<file path="config.mk">
export PLATFORM = sky130hd
export DESIGN_NAME = four_bit_counter
export DESIGN_NICKNAME = d
export VERILOG_FILES = /design/src/rtl/four_bit_counter.sv
export SDC_FILE = /design/constraint.sdc
export NUM_CORES = 1
export LEC_CHECK = 0
export CELL_PAD_IN_SITES_DETAIL_PLACEMENT = 1
export CELL_PAD_IN_SITES_GLOBAL_PLACEMENT = 1
export CORE_AREA = 2 2 39 41
export CTS_CLUSTER_DIAMETER = 40
export CTS_CLUSTER_SIZE = 40
export DETAILED_ROUTE_END_ITERATION = 8
export DIE_AREA = 0 0 41 43
export PLACE_DENSITY = 0.53
export SLEW_MARGIN = 25
export SYNTH_ARGS = -nofsm -noshare
export SYNTH_HDL_FRONTEND = slang
export SYNTH_SLANG_ARGS = --single-unit
export TNS_END_PERCENT = 100
</file>
<file path="constraint.sdc">
create_clock -name clk -period 1.1 [get_ports clk]
set_input_delay 0.22 -clock clk [delete_from_list [all_inputs] [get_ports clk]]
set_output_delay 0.22 -clock clk [all_outputs]
set_load 0.05 [all_outputs]
</file>
<file path="src/rtl/four_bit_counter.sv">
// Enable-gated modulo (MAX_VAL+1) up-counter used as a step/generation
// counter in the cellular-automaton display datapath. Active-low
// asynchronous reset; out comes straight from the state register.
module four_bit_counter #(
  parameter int unsigned WIDTH   = 4,
  parameter int unsigned MAX_VAL = (1 << WIDTH) - 1
) (
  input  logic             clk,
  input  logic             reset,
  input  logic             count,
  output logic [WIDTH-1:0] out
);

  localparam logic [WIDTH-1:0] TermVal = MAX_VAL[WIDTH-1:0];

  logic [WIDTH-1:0] count_q;
  logic [WIDTH-1:0] count_d;

  // Next value: advance on enable, wrapping to zero at the terminal value.
  always_comb begin
    count_d = count_q;
    if (count) begin
      if (count_q == TermVal) begin
        count_d = '0;
      end else begin
        count_d = count_q + WIDTH'(1);
      end
    end
  end

  // State register; reset clears immediately and dominates the enable.
  always_ff @(posedge clk or negedge reset) begin
    if (!reset) begin
      count_q <= '0;
    end else begin
      count_q <= count_d;
    end
  end

  assign out = count_q;

endmodule

</file>
Word level (Yosys, flattened, before mapping)
Index checks and enable logic that the tools add are counted.

storage, ports and cells
  bits in registers = 4
  bits in latches = 0
  bits in writable memories = 0
  bits in read-only memories = 0
  output and inout bits = 4
  logic and storage cells = 4
  memories = 0

cells by class
  $add $sub $neg = 1
  multipliers = 0
  divide/modulo/power cells = 0
  order comparisons = 0
  equality and inequality tests = 1
  shift operators = 0
  mux-type cells = 1
  bitwise operators = 0
  reductions and logical operators = 0

operator list
  operator                                      count
  adder 4 x 1 -> 4 bit (second input constant)  1
  equality test 4 bit (second input constant)   1
  two-way mux 4 bit                             1

Logic depth before layout (Yosys ltp)
  depth in word-level cells = 2
  depth in mapped cells = 4
  depth with buffers taken out = 4

Least setup slack after synthesis
OpenSTA, ideal clock, no wires.

  path kind = register to register
  from = register count_q[1] (netlist: out[1])
  to = register count_q[1] (netlist: out[1])
  arrival = 1.217 ns
  required time = 0.975 ns
  slack = -0.242 ns
  stages on the path, launching flop included = 3
  path buffers = 0
  period minus slack after synthesis = 1.342 ns
  path through = dfrtp_1 -> ha_1 -> mux2_2

between the ends
  longest elaborated chain between the ends = 2
  elaborated cells on any way between the ends = 3

ends and longest elaborated chain
  what                                                         RTL line  source
  start: declaration                                           16        logic [WIDTH-1:0] count_q;
  start signal: assignment                                     36        count_q <= count_d;
  adder 4 x 1 -> 4 bit or equality test 4 bit (tied branches)  26, 23
  two-way mux 4 bit *                                          23        if (count_q == TermVal) begin

Every way passes the cells marked *; elsewhere a longest branch is shown, timed or not.
A chain may end at the register's enable or synchronous reset.

Final worst setup path
Ends and elaborated chain as after synthesis.

==> impl_metrics.json <==
{
  "grt_pass1_vias": 209,
  "worstPathArrival_ns": 1.25,
  "crit_path_end_kind": "flop",
  "place_ws_ns": -0.118,
  "crit_path_max_fanout": 2,
  "skew_ns": 0.00861,
  "syn_avg_cell_area_um2": 10.6,
  "clk_pin_slew_worst_paths_ns": 0.04,
  "fp.dieW_um": 41,
  "finalSetupViolCount": 3,
  "endpoint": "out[1]",
  "reg2reg_to": "out[1]",
  "viasPerCell": 3.96,
  "nets": 39,
  "violations": "setup timing",
  "ys_ff_latch": 4,
  "dr_total_vias": 198,
  "yosysTopAreaCell": "dfrtp_1",
  "gr-total-overflow": 0,
  "hold_class": "input port to asynchronous set/reset pin",
  "p_total_w": 0.00138,
  "numCtsBuffers": 3,
  "core-area_mm2": 0.00138,
  "start_util_pct": 13.0,
  "period_needed_ns": 1.13,
  "p_per_area_mw_per_mm2": 3360,
  "cap_violations": 0,
  "wl_um": 560,
  "tritoncts": "yes",
  "p_leak_nw": 0.172,
  "antenna_found_initial": 0,
  "area_growth_pct": 128,
  "syn_area_um2": 180,
  "drt_iter0_markers": 4,
  "grt_max_degree": 6,
  "ir_worst_vdd_v": 0.000915,
  "r2r_setup_slack_ns": -0.03,
  "synth.yosys.seq_area_share_pct": 55.6,
  "worstReg2RegStart": "out[1]",
  "synth.top_cell.area_share_pct": 55.6,
  "cts.sinks": 4,
  "place_inst": 42,
  "dieArea_mm2": 0.00176,
  "placed_cell_area_um2": 338,
  "ctsHoldBuffers": 0,
  "clk_path_buf_depth": 2,
  "syn_nets": 21,
  "finalHoldViolCount": 0,
  "synth_cells": 17,
  "htreeDepth": 1,
  "finalCritPeriodShare_pct": 103,
  "setup_ws_ns": -0.0322,
  "clock.fmax_ghz": 0.883,
  "stdcell_count": 50,
  "drive_gt1_share_pct": 61.8,
  "ys_types": 11,
  "dieHeight_um": 43,
  "maxSlewHeadroom_pct": 85.6,
  "cp-startpoint": "out[1]",
  "outcome": "finished, violations left",
  "grt_usage_pct": 8.47,
  "rr_worst_depth": 3,
  "layout_commonest_cell": "buf_4",
  "insertion_delay_ns": 0.24,
  "slew_violations": 0,
  "tightest_slew_ns": 0.215,
  "drcViolationCount": 0,
  "worst_ep_required_time_ns": 1.22,
  "final_area_um2": 410,
  "io_pins": 7,
  "root_buffer": "clkbuf_4",
  "mostFrequentLayoutCells": "5 x buf_4, 4 x buf_12, 3 x clkbuf_4, 3 x dfrtp_2",
  "hold-worst-slack_ns": 0.188,
  "fill_cells": 162,
  "firstDrtPassIters": 2,
  "yosysWarnings": 0,
  "detail-route-antenna-nets": 0,
  "num_rows": 14,
  "port_buffers": 6,
  "grt_pass1_wl_um": 869,
  "gp_congestion": 0.645,
  "ys_top_cells_by_area": "dfrtp_1 56%, ha_1 6.9%, mux2_2 6.3%, nand3_1 5.6%, o21ai_1 5.6%",
  "worstSetupPathType": "flop to flop",
  "largest_register_ffs": 4,
  "startpoint_type": "flop",
  "antenna_cells": 0,
  "rsz0062_at_grt": "yes",
  "wl_per_cell_um": 11.2
}
## synth_stat cells
master   count
nand2_1      2
xnor2_1      1
nand4_1      1
dfrtp_1      4
inv_1        1
o21ai_0      1
nand3_1      2
a21oi_1      1
ha_1         1
o21ai_1      2
mux2_2       1
## repair_timing
item / in CTS / in global routing
setup buffers: 4 / 0
setup endpoints to repair: 3 / 4
gates resized for setup: 3 / 2
## worst min-delay path by stage
stage | to | cells after the start | slack (ns)
4_1_cts | out[0] | 1 | 0.18
3_3_place_gp | out[3] | 1 | 0.44
3_5_place_dp | out[3] | 1 | 0.44
2_1_floorplan | out[0] | 0 | -0.08
5_1_grt | out[0] | 1 | 0.19
6_report | out[0] | 1 | 0.19
## critical path, stage by stage (launching register included)
cell	delay [ns]
dfrtp_2	0.40
buf_4	0.14
ha_4	0.22
mux2_2	0.26
## where the power goes
group,leakage [nW],internal [W],switching (W)
Sequential,0.0451,0.000221,0.0000879
Clock,0.0150,0.000136,0.0000629
Combinational,0.112,0.000459,0.000411
Total,0.172,0.000816,0.000562
## routing by layer
metal	vias up	part of all wire [%]	track usage [%]
li1	95	-	-
met1	101	33	6.51
met2	2	63	13.4
met3	0	3.4	4.71
met4	0	0	8.00
met5	-	0	0
## cells by family after synthesis
| group | after synthesis | synth area share, % |
|---|---|---|
| AO/OA/AOI/OAI | 4 | 11.1 |
| XOR/XNOR | 1 | 4.86 |
| adder cells (fa/ha/maj) | 1 | 6.94 |
| buffers and inverters | 1 | 2.08 |
| flip-flops | 4 | 55.6 |
| multiplexers | 1 | 6.25 |
| AND/OR/NAND/NOR | 5 | 13.2 |
## area by class of cell
class | instances | area, um^2 | share of cell area [%]
well taps | 16 | 20.0 | 4.88
multi-input cells | 12 | 96.3 | 23.5
inverters | 1 | 3.75 | 0.915
flip-flops and latches | 4 | 104 | 25.3
repair buffers | 13 | 160 | 39.0
clock buffers | 4 | 26.3 | 6.40
## per-stage QoR
stage / TNS, ns / util (%)
after floorplan: -0.0613 / -
after global routing: -0.142 / 29.7
final: -0.0598 / 29.7
after global placement: -0.318 / 24.4
after detailed placement: -0.376 / 24.4
after CTS: -0.0993 / 29.1
Note: power is estimated with default switching activity, not from simulation.
==> patch 1 (same flow settings) <==
The parameter `WIDTH` goes from 4 to 6.
--- a/src/rtl/four_bit_counter.sv
+++ b/src/rtl/four_bit_counter.sv
@@ -4,3 +4,3 @@
 module four_bit_counter #(
-  parameter int unsigned WIDTH   = 4,
+  parameter int unsigned WIDTH   = 6,
   parameter int unsigned MAX_VAL = (1 << WIDTH) - 1
Ports: changed (resized out); port bits go from 7 to 9. The function was not compared with the original's and may differ.
==> patch 1 against the original RTL <==
Utilization increased by 15 points. Sequential cell count grew 2. Total power rose by 66%. Synthesized cell count up 47%. Hold slack improved by 34 ps. Final area up 49%. Largest cell class unchanged. The run still ends with negative setup slack left. Critical path type is now register to output pin. Clock skew down 7.8 ps. Final cell count up 28%. Clock power increased by 9%. Setup slack got worse by 38 ps. Non-clock buffer count increased by 6. Area after synthesis is 55% higher. Routed wire length up 29%. Critical endpoint is now out[0].
==> patch 1: results (changes against the original RTL) <==
* Cell count after synthesis at 25 (+8)
* Global-route wire length before repair at 1248 um (+44%)
* Vias per inst at 4.188 (+5.7%)
* Total routing usage reported by global routing at 0.1080 (+0.02329)
* Initial drt markers at 1 (-3)
* Max rail drop VDD at 1.285 mV (+40%)
* Leakage power figure at 0.2587 nW (+50%)
* Number of antenna repair diodes at 0 (unchanged)
* Clock skew at 0.8157 ps (-7.792 ps)
* Number of setup violations in the final report at 4 (+1)
* Share of post-route cells with drive strength above 1 at 0.6458 (+0.02819)
* Critical path's largest stage delay at 440 ps (+40 ps)
* Number of cells after detailed placement at 54 (+29%)
* Setup total negative slack at -220.9 ps (-161.1 ps)
* Final net count at 53 (+36%)
* Transition time of the tightest slew-check pin at 282.3 ps (+66.89 ps)
* Area contributors post-synth: dfrtp_1 54%, xnor2_1 6.3%, ha_1 4.5%
* Number of vias in the routed layout at 268 (+35%)
* Violations in the final reports: negative setup slack
* Syn_nets at 29 (+38%)
* Routed wire length per instance at 11.28 um (+0.73%)
* Number of flip-flops under the largest register name at 6 (+2)
* Cell Area, Placed at 514.2 sq um (+52%)
* Outcome: complete, but fails checks
* Crit path setup slack, layout at -70.51 ps (-38.32 ps)
* Leading cell types by count after synthesis: 6 x dfrtp_1, 3 x inv_1, 2 x nand2_1, 2 x xnor2_1
* Arrival time of the worst setup path at 950 ps (-300 ps)
* Sequential element share of the synthesized area at 0.5381 (-0.01744)
* Number of distinct standard cells referenced by the synthesized netlist at 16 (+5)
[patch 1: final cells by class]
type,instances,area [sq um]
clock buffer,4,26.28
tap,16,20.02
multi-input combinational,16,165.2
sequential,6,156.4
fill,154,772.0
inverter,3,11.26
timing repair buffer,19,232.7
[patch 1: power by group]
group | internal, mW | total [mW] | switching (mW)
logic | 0.844 | 1.58 | 0.731
clock network | 0.137 | 0.217 | 0.0798
registers | 0.350 | 0.500 | 0.150
total | 1.33 | 2.29 | 0.961
[patch 1: critical path: cells and delay by family, from the launching register on]
family | cells | cell delay, ps
buf+inv | 2 | 260
flops | 1 | 440
[patch 1: worst paths after layout]
check | start | to | slack [ps] | depth (start not counted)
worst max-delay path | out[0] | out[0] | -70 | 2
worst min-delay path | reset | out[1] | 220 | 1
worst max register to register | out[1] | out[5] | -60 | 4
worst min register to register | out[3] | out[3] | 540 | 1
max in group asynchronous | reset | out[3] | 640 | 1
min in group clk | count | out[3] | 530 | 3
[patch 1: repair_timing]
action,CTS,global route
buffers inserted,5,1
resized for setup,5,1
setup endpoints to repair,6,7
[patch 1: logic make-up after synthesis]
group	count (synthesis)	share of synthesized area
AOI/OAI and AO/OA	5	0.1166
xor gates and xnor gates	3	0.09419
adders and majority gates	1	0.04484
buffers and inverters	3	0.04036
DFF	6	0.5381
muxes	1	0.04036
and+or+nand+nor	6	0.1255
[patch 1: through the flow]
step                      setup WS [ps]  power, mW
after floorplan                  -145.9      1.141
after global placement           -336.7      1.818
after detailed placement         -366.8      1.844
after CTS                        -80.81      2.275
after global routing             -119.0      2.437
final                            -70.51      2.292
[patch 1: routing by layer]
layer	up-vias	wire length, um	share of wire	global-route usage
li1	136	-	-	-
met1	125	290	0.40	0.1242
met2	7	378	0.52	0.1594
met3	0	53	0.073	0.06283
met4	0	0	0	0.04000
met5	-	0	0	0
==> patch 2 (config.mk and constraints unchanged) <==
Without the edit above. Make the reset (`reset`) synchronous in one clocked block. Comments in the files are not updated.
--- a/src/rtl/four_bit_counter.sv
+++ b/src/rtl/four_bit_counter.sv
@@ -31,3 +31,3 @@
   // State register; reset clears immediately and dominates the enable.
-  always_ff @(posedge clk or negedge reset) begin
+  always_ff @(posedge clk) begin
     if (!reset) begin
Formal check against the unedited RTL: differs if reset is asserted again (counterexample within 4 cycles, from zero or initial values and one cycle with reset low); with reset held inactive, the same outputs for 10 cycles.
==> patch 2 against the original RTL <==
Final area is 14% lower. Area after synthesis up 5.6%. Setup slack improved by 98 ps. Final cell count is 8.0% lower. Clock skew shrank 4.4 ps. Sequential cell count stayed put. Hold slack better by 190 ps. Via count decreased by 6.1%. Routed wire length down 19%. Critical endpoint is now out[2]. Highest routed layer unchanged.
Power is not compared: it rests on default switching activity, and its combinational part moved more than twofold at a synthesized area within 25%.
==> patch 2: results (changes against the original RTL) <==
* Outcome: finished, final reports clean
* Area contributors post-synth: dfxtp_1 42%, ha_1 6.6%, nand2_2 6.6%
* Leading cell types by count after synthesis: 4 x dfxtp_1, 2 x nand2_2
* WL met2 at 216 um (-39%)
* Port Buf Inserts at 6 (unchanged)
* Hpwl dp at 354.8 um
* Top layer in use: met3
* Sum of routed wire segments on met1 at 188 um (+1.1%)
* Peak fanout along the critical path at 6 (+4)
* Initial drt markers at 0 (-4)
* Syn_nets at 24 (+14%)
* Kind of path behind the tightest hold check: input pin to register
* Cell count of the worst reg-to-reg path at 4 (+1)
* Async set or reset register ratio after synthesis at 0 (-1.000)
* Number of cells after detailed placement at 43 (+2.4%)
* Largest net degree at the start of global routing at 7 (+1)
* Number of setup buffers added after CTS at 0 (-4)
* Number of cells traversed by the worst hold path at 3
* Clock skew at 4.235 ps (-4.372 ps)
* Filler cells at 164 (+1.2%)
* Total routing usage reported by global routing at 0.07615 (-0.008525)
* Most common flop cell mapped by yosys: dfxtp_1
* Maximum buffer depth of the clock tree at 2 (unchanged)
* Routability congestion estimate at 0.6241 (-3.3%)
* Number of antenna repair diodes at 0 (unchanged)
* Final net count at 36 (-7.7%)
* Met3 WL post-DR at 51 um (+170%)
* Leakage power figure at 0.1390 nW
* Antenna violations before repair at 0 (unchanged)
* Worst skew pair latency at 230 ps
* Global-route wire length before repair at 855 um (-1.6%)
* Worst slack at placement at -217.2 ps (-99.68 ps)
* Sequential element share of the synthesized area at 0.4211 (-0.1345)
* Synth Warn # at 0 (unchanged)
* Number of flip-flops under the largest register name at 4 (unchanged)
* Share of post-route cells with drive strength above 1 at 0.4333 (-0.1843)
* Max rail drop VDD at 0.2919 mV
* Number of vias in the routed layout at 186 (-6.1%)
* Clock H-tree levels at 1 (unchanged)
* Transition time of the tightest slew-check pin at 188.5 ps (-26.93 ps)
* Post_cts resized at 0 (-3)
* Cell count after synthesis at 20 (+3)
* Number of distinct standard cells referenced by the synthesized netlist at 16 (+5)
* Via count of the first global-routing pass at 222 (+6.2%)
* Wire length reported by the detailed router at 456 um (-19%)
* Buffer type at the clock tree root: clkbuf_4
* Post-Layout Cell Count at 46 (-8.0%)
* Iteration count of the initial detailed-routing pass at 1 (-1)
* Clock buffer count from CTS at 3 (unchanged)
* Reg clk slew, reported paths at 40 ps (about the same)
patch 2: per-stage QoR:
| stage | util | instance area (sq um) | hold slack, ps |
|---|---|---|---|
| floorplan | - | 198.9 | 341.6 |
| global placement | 0.2360 | 326.6 | 528.5 |
| global route | 0.2541 | 351.6 | 413.2 |
| finish | 0.2541 | 351.6 | 377.5 |
| detailed placement | 0.2360 | 326.6 | 544.9 |
| CTS | 0.2523 | 349.1 | 552.7 |
patch 2: final timing paths:
| check | startpoint | endpoint | slack (ps) |
|---|---|---|---|
| worst min-delay path | count | out[0] | 380 |
| worst min register to register | out[0] | out[0] | 540 |
| worst max-delay path | out[0] | out[2] | 70 |
| worst max register to register | out[0] | out[2] | 70 |
patch 2: kinds of logic after synthesis:
logic type	share of synthesized area
DFF	0.4211
muxes	0.05263
xor gates and xnor gates	0.04606
AOI/OAI and AO/OA	0.1316
and+or+nand+nor	0.2829
adders and majority gates	0.06578
patch 2: report_power, final:
group	internal, mW	switching (mW)
registers	0.151	0.0122
clock network	0.122	0.0594
logic	0.0406	0.0339
total	0.314	0.105
patch 2: final cells by class:
class	count	area [sq um]	share of cell area
multi-input combinational	16	110.1	0.3132
timing repair buffer	7	110.1	0.3132
clock buffer	3	22.52	0.06406
sequential	4	88.84	0.2527
tap	16	20.02	0.05694
patch 2: routing by layer:
| metal | track usage | vias up |
|---|---|---|
| met5 | 0 | - |
| met2 | 0.1063 | 7 |
| met3 | 0.04188 | 0 |
| met1 | 0.07029 | 88 |
| met4 | 0.08000 | 0 |
| li1 | - | 91 |
patch 2: critical path, cell delays in order, from the launching register on:
cell     delay (ps)
dfxtp_4         380
ha_1            190
nand2_1          80
xnor2_1         120
and2_1          150
